File: src/rtl/unit_pipe.sv
// unit_pipe: WIDTH-bit datapath through LAYERS cascaded LUT2 layers and an
// output invert mask. Configuration arrives as a byte stream over a
// valid/ready handshake. It fills a shadow register and is committed to the
// active register in one edge, so the datapath never sees a half-loaded set.
module unit_pipe #(
   parameter int WIDTH  = 8,
   parameter int LAYERS = 2,
   parameter int PIPE   = 0
) (
   input  logic             clk,
   input  logic             rst,
   input  logic [WIDTH-1:0] data_in,
   output logic [WIDTH-1:0] data_out,
   input  logic [7:0]       cfg_data,
   input  logic             cfg_valid,
   output logic             cfg_ready,
   output logic             cfg_busy,
   output logic             cfg_err
);

   localparam int CFG_BITS = WIDTH + LAYERS * WIDTH * 4;
   localparam int NBYTES   = (CFG_BITS + 7) / 8;
   localparam int CNT_W    = (NBYTES > 1) ? $clog2(NBYTES) : 1;
   localparam logic [CNT_W-1:0] LAST_BYTE = CNT_W'(NBYTES - 1);

   // Passthrough config: mask clear, every LUT copies its own input bit.
   function automatic logic [CFG_BITS-1:0] pass_cfg();
      logic [CFG_BITS-1:0] c;
      c = '0;
      for (int k = 0; k < LAYERS * WIDTH; k++) begin
         c[WIDTH + k*4 +: 4] = 4'b1010;
      end
      return c;
   endfunction

   localparam logic [CFG_BITS-1:0] PASS_CFG = pass_cfg();

   typedef enum logic [1:0] {
      IDLE,
      LOAD,
      ARM,
      COMMIT
   } state_t;

   state_t              state;
   state_t              state_next;
   logic [CNT_W-1:0]    byte_cnt;
   logic [CFG_BITS-1:0] shadow_cfg;
   logic [CFG_BITS-1:0] active_cfg;
   logic                xfer;
   logic                start_load;
   logic                write_byte;
   logic                do_commit;
   logic                do_abort;

   // The one-cycle COMMIT gap is the only time a byte cannot be accepted.
   assign cfg_ready = (state != COMMIT);
   assign xfer      = cfg_valid && cfg_ready;

   // Loader next-state and control strobes.
   always_comb begin
      state_next = state;
      cfg_busy   = 1'b1;
      start_load = 1'b0;
      write_byte = 1'b0;
      do_commit  = 1'b0;
      do_abort   = 1'b0;
      case (state)
         IDLE: begin
            cfg_busy = 1'b0;
            if (xfer && cfg_data == 8'hA5) begin
               start_load = 1'b1;
               state_next = LOAD;
            end
         end
         LOAD: begin
            if (xfer) begin
               write_byte = 1'b1;
               if (byte_cnt == LAST_BYTE) begin
                  state_next = ARM;
               end
            end
         end
         ARM: begin
            if (xfer) begin
               if (cfg_data == 8'h5A) begin
                  do_commit  = 1'b1;
                  state_next = COMMIT;
               end else begin
                  do_abort   = 1'b1;
                  state_next = IDLE;
               end
            end
         end
         COMMIT: begin
            state_next = IDLE;
         end
         default: begin
            state_next = IDLE;
         end
      endcase
   end

   // Loader state register; reset abandons any load in progress.
   always_ff @(posedge clk) begin
      if (rst) begin
         state <= IDLE;
      end else begin
         state <= state_next;
      end
   end

   // Shadow fill, atomic commit into the active config, and the sticky error flag.
   always_ff @(posedge clk) begin
      if (rst) begin
         byte_cnt   <= '0;
         shadow_cfg <= PASS_CFG;
         active_cfg <= PASS_CFG;
         cfg_err    <= 1'b0;
      end else begin
         if (start_load) begin
            byte_cnt <= '0;
            cfg_err  <= 1'b0;
         end
         if (write_byte) begin
            for (int p = 0; p < CFG_BITS; p++) begin
               if (p / 8 == int'(byte_cnt)) begin
                  shadow_cfg[p] <= cfg_data[p % 8];
               end
            end
            byte_cnt <= byte_cnt + CNT_W'(1);
         end
         if (do_commit) begin
            active_cfg <= shadow_cfg;
         end
         if (do_abort) begin
            cfg_err <= 1'b1;
         end
      end
   end

   for (genvar l = 0; l < LAYERS; l++) begin : g_layer
      logic [WIDTH-1:0] layer_in;
      logic [WIDTH-1:0] lut_out;
      logic [WIDTH-1:0] layer_out;
      logic [3:0]       lut_nib;

      if (l == 0) begin : g_first
         assign layer_in = data_in;
      end else begin : g_next
         assign layer_in = g_layer[l-1].layer_out;
      end

      // Each bit looks up its LUT with {neighbour, self} as the index.
      always_comb begin
         lut_out = '0;
         lut_nib = '0;
         for (int i = 0; i < WIDTH; i++) begin
            lut_nib    = active_cfg[WIDTH + (l*WIDTH + i)*4 +: 4];
            lut_out[i] = lut_nib[{layer_in[(i+1) % WIDTH], layer_in[i]}];
         end
      end

      if (PIPE != 0) begin : g_pipe
         // Layer output register; runs every cycle with no stall.
         always_ff @(posedge clk) begin
            if (rst) begin
               layer_out <= '0;
            end else begin
               layer_out <= lut_out;
            end
         end
      end else begin : g_comb
         assign layer_out = lut_out;
      end
   end

   // Final mask and output register, using whichever config is active now.
   always_ff @(posedge clk) begin
      if (rst) begin
         data_out <= '0;
      end else begin
         data_out <= g_layer[LAYERS-1].layer_out ^ active_cfg[WIDTH-1:0];
      end
   end

endmodule

File: config.mk
export PLATFORM = sky130hd
export DESIGN_NAME = unit_pipe
export DESIGN_NICKNAME = d
export VERILOG_FILES = /design/src/rtl/unit_pipe.sv
export SDC_FILE = /design/constraint.sdc
export NUM_CORES = 1
export LEC_CHECK = 0
export ABC_AREA = 1
export CAP_MARGIN = 20
export CORE_ASPECT_RATIO = 0.75
export CORE_MARGIN = 10
export CORE_UTILIZATION = 35
export DETAILED_ROUTE_END_ITERATION = 8
export REMOVE_ABC_BUFFERS = 1
export SLEW_MARGIN = 25
export SYNTH_ARGS = -nofsm -noshare
export SYNTH_HDL_FRONTEND = slang
export SYNTH_SLANG_ARGS = --single-unit
File: constraint.sdc
create_clock -name clk -period 1.59 [get_ports clk]
set_input_delay 0.318 -clock clk [delete_from_list [all_inputs] [get_ports clk]]
set_output_delay 0.318 -clock clk [all_outputs]
set_load 0.005 [all_outputs]
==> results of run 1 <==
## tightest hold or removal path: cells and delay by family (launching register included)
family	cells	cell delay, ns
DFF	1	0.31
AOI/OAI and AO/OA	1	0.05
buffers and inverters	1	0.05
## flip-flops by register name, summed over array words and instances (netlist names)
register,flops
data_out,8
active_cfg,72
byte_cnt,4
cfg_err,1
state,2
shadow_cfg,72
## through the flow
stage | setup TNS, ns | area (um2) | hold WS (ns) | power [mW] | instances
after floorplan | -167.15 | 6290 | 0.387 | 4.43 | 813
after global placement | -33.53 | 7420 | 0.434 | 4.77 | 1146
after detailed placement | -36.55 | 7420 | 0.435 | 4.77 | 1146
after CTS | 0 | 8050 | 0.446 | 8.98 | 1178
after global routing | -0.00201 | 8130 | 0.460 | 9.23 | 1179
final | 0 | 8130 | 0.442 | 8.97 | 1179
## final timing paths
check / to / slack (ns) / cells past startpoint
worst max-delay path: data_out[5] / 0.05 / 1
worst min-delay path: active_cfg[10] / 0.44 / 2
worst max register to register: active_cfg[11] / 0.07 / 7
worst min register to register: active_cfg[10] / 0.44 / 2
## cell usage in the layout, fill, tap and decap left out, drive strengths merged, types with 4 or more instances in the layout
cell | netlist | final
o21ai | 86 | 86
nand3b | 8 | 8
clkdlybuf4s50 | 0 | 20
o211ai | 12 | 12
clkinv | 8 | 13
buf | 17 | 59
clkbuf | 28 | 19
dlymetal6s2s | 0 | 6
nand3 | 145 | 145
nor2 | 81 | 81
a21oi | 64 | 64
nand2 | 167 | 167
dfxtp | 159 | 159
inv | 75 | 76
ha | 4 | 4
## kinds of logic (layout without fill, tap and decap cells)
group / Yosys count / in the layout
DFF: 159 / 159
adders and majority gates: 4 / 4
AOI/OAI and AO/OA: 162 / 162
buffers and inverters: 128 / 202
and+or+nand+nor: 405 / 405
## routing by layer
metal	vias up	wire, um	GRT usage (%)
met5	-	0	0
met3	7	623	2.97
met1	2617	9130	20.1
li1	2959	-	-
met4	0	72	3.06
met2	89	6920	19.2
## timing repair
action / in CTS / in global routing
endpoints found under the setup margin: 10 / 41
pin swaps: 0 / 8
gates resized for setup: 7 / 24
setup buffers: 1 / 1
hold buffers: 0 / 0
## power by group through the flow
stage	logic [mW]	registers, mW	clock network, mW
after floorplan	0.298	4.13	0
after global placement	0.629	4.14	0
after detailed placement	0.629	4.14	0
after CTS	0.636	4.05	4.30
after global routing	0.716	4.05	4.46
final	0.645	4.05	4.27
## layout make-up
| type | count | area [um2] |
|---|---|---|
| Inverter | 83 | 340 |
| Multi-Input combinational cell | 571 | 2810 |
| Clock inverter | 12 | 161 |
| Timing Repair Buffer | 88 | 860 |
| Clock buffer | 19 | 453 |
| Tap cell | 247 | 309 |
| Sequential cell | 159 | 3190 |
| Fill cell | 1886 | 10300 |
==> impl_metrics.json, run 1 <==
{
  "cts-root-buf": "clkbuf_16",
  "post-route-util_pct": 44.2,
  "finalWirelength_mm": 16.7,
  "fp.dieH_um": 138,
  "power_frac_comb_pct": 7.2,
  "end_kind": "output port",
  "yosys.area.top_type": "dfxtp_1",
  "synth_flop_cell": "dfxtp_1",
  "slew_headroom_pct": 72.0,
  "nets": 943,
  "ir_worst_vdd_mv": 0.681,
  "drtAntennaViolNets": 0,
  "avgSynthCellArea_um2": 7.60,
  "clockBufferDepth": 2,
  "synth_edf_count": 0,
  "core_area_um2": 18400,
  "antenna_found_initial": 0,
  "ys_seq_elements": 159,
  "synth_top_family_by_area": "simple AND/OR/NAND/NOR gates",
  "crit_type": "reg2out",
  "io_buffers": 29,
  "synthXorXnorAreaFrac_pct": 0,
  "r2r-start": "state[0]",
  "die_w_um": 178,
  "max_cap_viol_count": 0,
  "yosysTopAreaCellShare_pct": 48.8,
  "cts_tree": "yes",
  "p_seq_share_pct": 45.2,
  "htree_levels": 4,
  "dp_slack_ns": -0.533,
  "synth-compound-area-share_pct": 12.9,
  "clkPwrFrac_pct": 47.6,
  "wl_per_cell_um": 14.2,
  "synthTopCellsByArea": "dfxtp_1, nand3_1, nand2_1",
  "grt_max_degree": 50,
  "grt.overflow.total": 0,
  "synth_most_common_cell": "nand2_1",
  "worstHoldStart": "active_cfg[10]",
  "num_rows": 43,
  "netlist_instances": 858,
  "rsz0062_at_grt": "yes",
  "p_leak_nw": 3.59,
  "synthSimpleGateAreaFrac_pct": 28.8,
  "p_per_area_nw_per_um2": 1100,
  "critPathLaunchType": "register",
  "p_int_mw": 6.85,
  "yosys-top-cells-count": "nand2_1, dfxtp_1, nand3_1, o21ai_0, nor2_1",
  "diodes": 0,
  "synth_fa_ha_area_share_pct": 0.767,
  "clock_latency_ns": 0.42,
  "track_usage_pct": 13.5,
  "hold_path.class": "reg2reg",
  "yosys-mux-area-fraction_pct": 0,
  "cts-buffers-inserted": 17,
  "path_max_fanout": 1,
  "dr.first_iter.drc_count": 429,
  "syn-cell-area_um2": 6520,
  "yosysSeqAreaShare_pct": 48.8,
  "num_vias": 5672,
  "firstDrtPassIters": 5,
  "fmax_mhz": 651,
  "clkSlewWorstSetupHoldPaths_ns": 0.06,
  "setup_viol": 0,
  "slew_viol_final": 0,
  "path_cells": "clkdlybuf4s50_1",
  "via_per_inst": 4.81,
  "grt_first_pass_wirelength_mm": 27.0,
  "cp_num_buf_inv": 1,
  "synth.distinct_cells": 28,
  "worst_slack_ns": 0.0549,
  "fin_worst_skew_ns": 0.0117,
  "slowest_stage": "clkdlybuf4s50_1",
  "gp_congestion": 0.817,
  "dp_hpwl_mm": 11.6,
  "layout-drive-gt1-share_pct": 14.1,
  "max_stage_delay_ns": 0.49,
  "finalHoldViolCount": 0,
  "ys_warn_count": 0,
  "critPathTopFamily": "buffers and inverters",
  "area_delta_synth_final_pct": 24.6,
  "grt_pass1_vias": 5194,
  "finalCritPeriodShare_pct": 96.5,
  "arrival_ns": 1.22,
  "timing.final.crit_period_ns": 1.54,
  "cts_num_sinks": 159,
  "dieArea_um2": 24600,
  "switching_share_pct": 23.6,
  "switchingPower_mw": 2.11,
  "required_ns": 1.27,
  "synthArstFlopShare_pct": 0,
  "crit_start": "data_out[5]",
  "initial_core_util_pct": 35.4,
  "tightest_slew_ns": 0.415,
  "drc": 0,
  "pin_count": 30,
  "status": "finished, final reports clean"
}
(Power assumes the default switching activity.)
==> run 2: changes to the inputs <==
CAP_MARGIN = not set   (was 20)
==> results of run 2 <==
Final layout, timing and power as in run 1 (identical DEF).
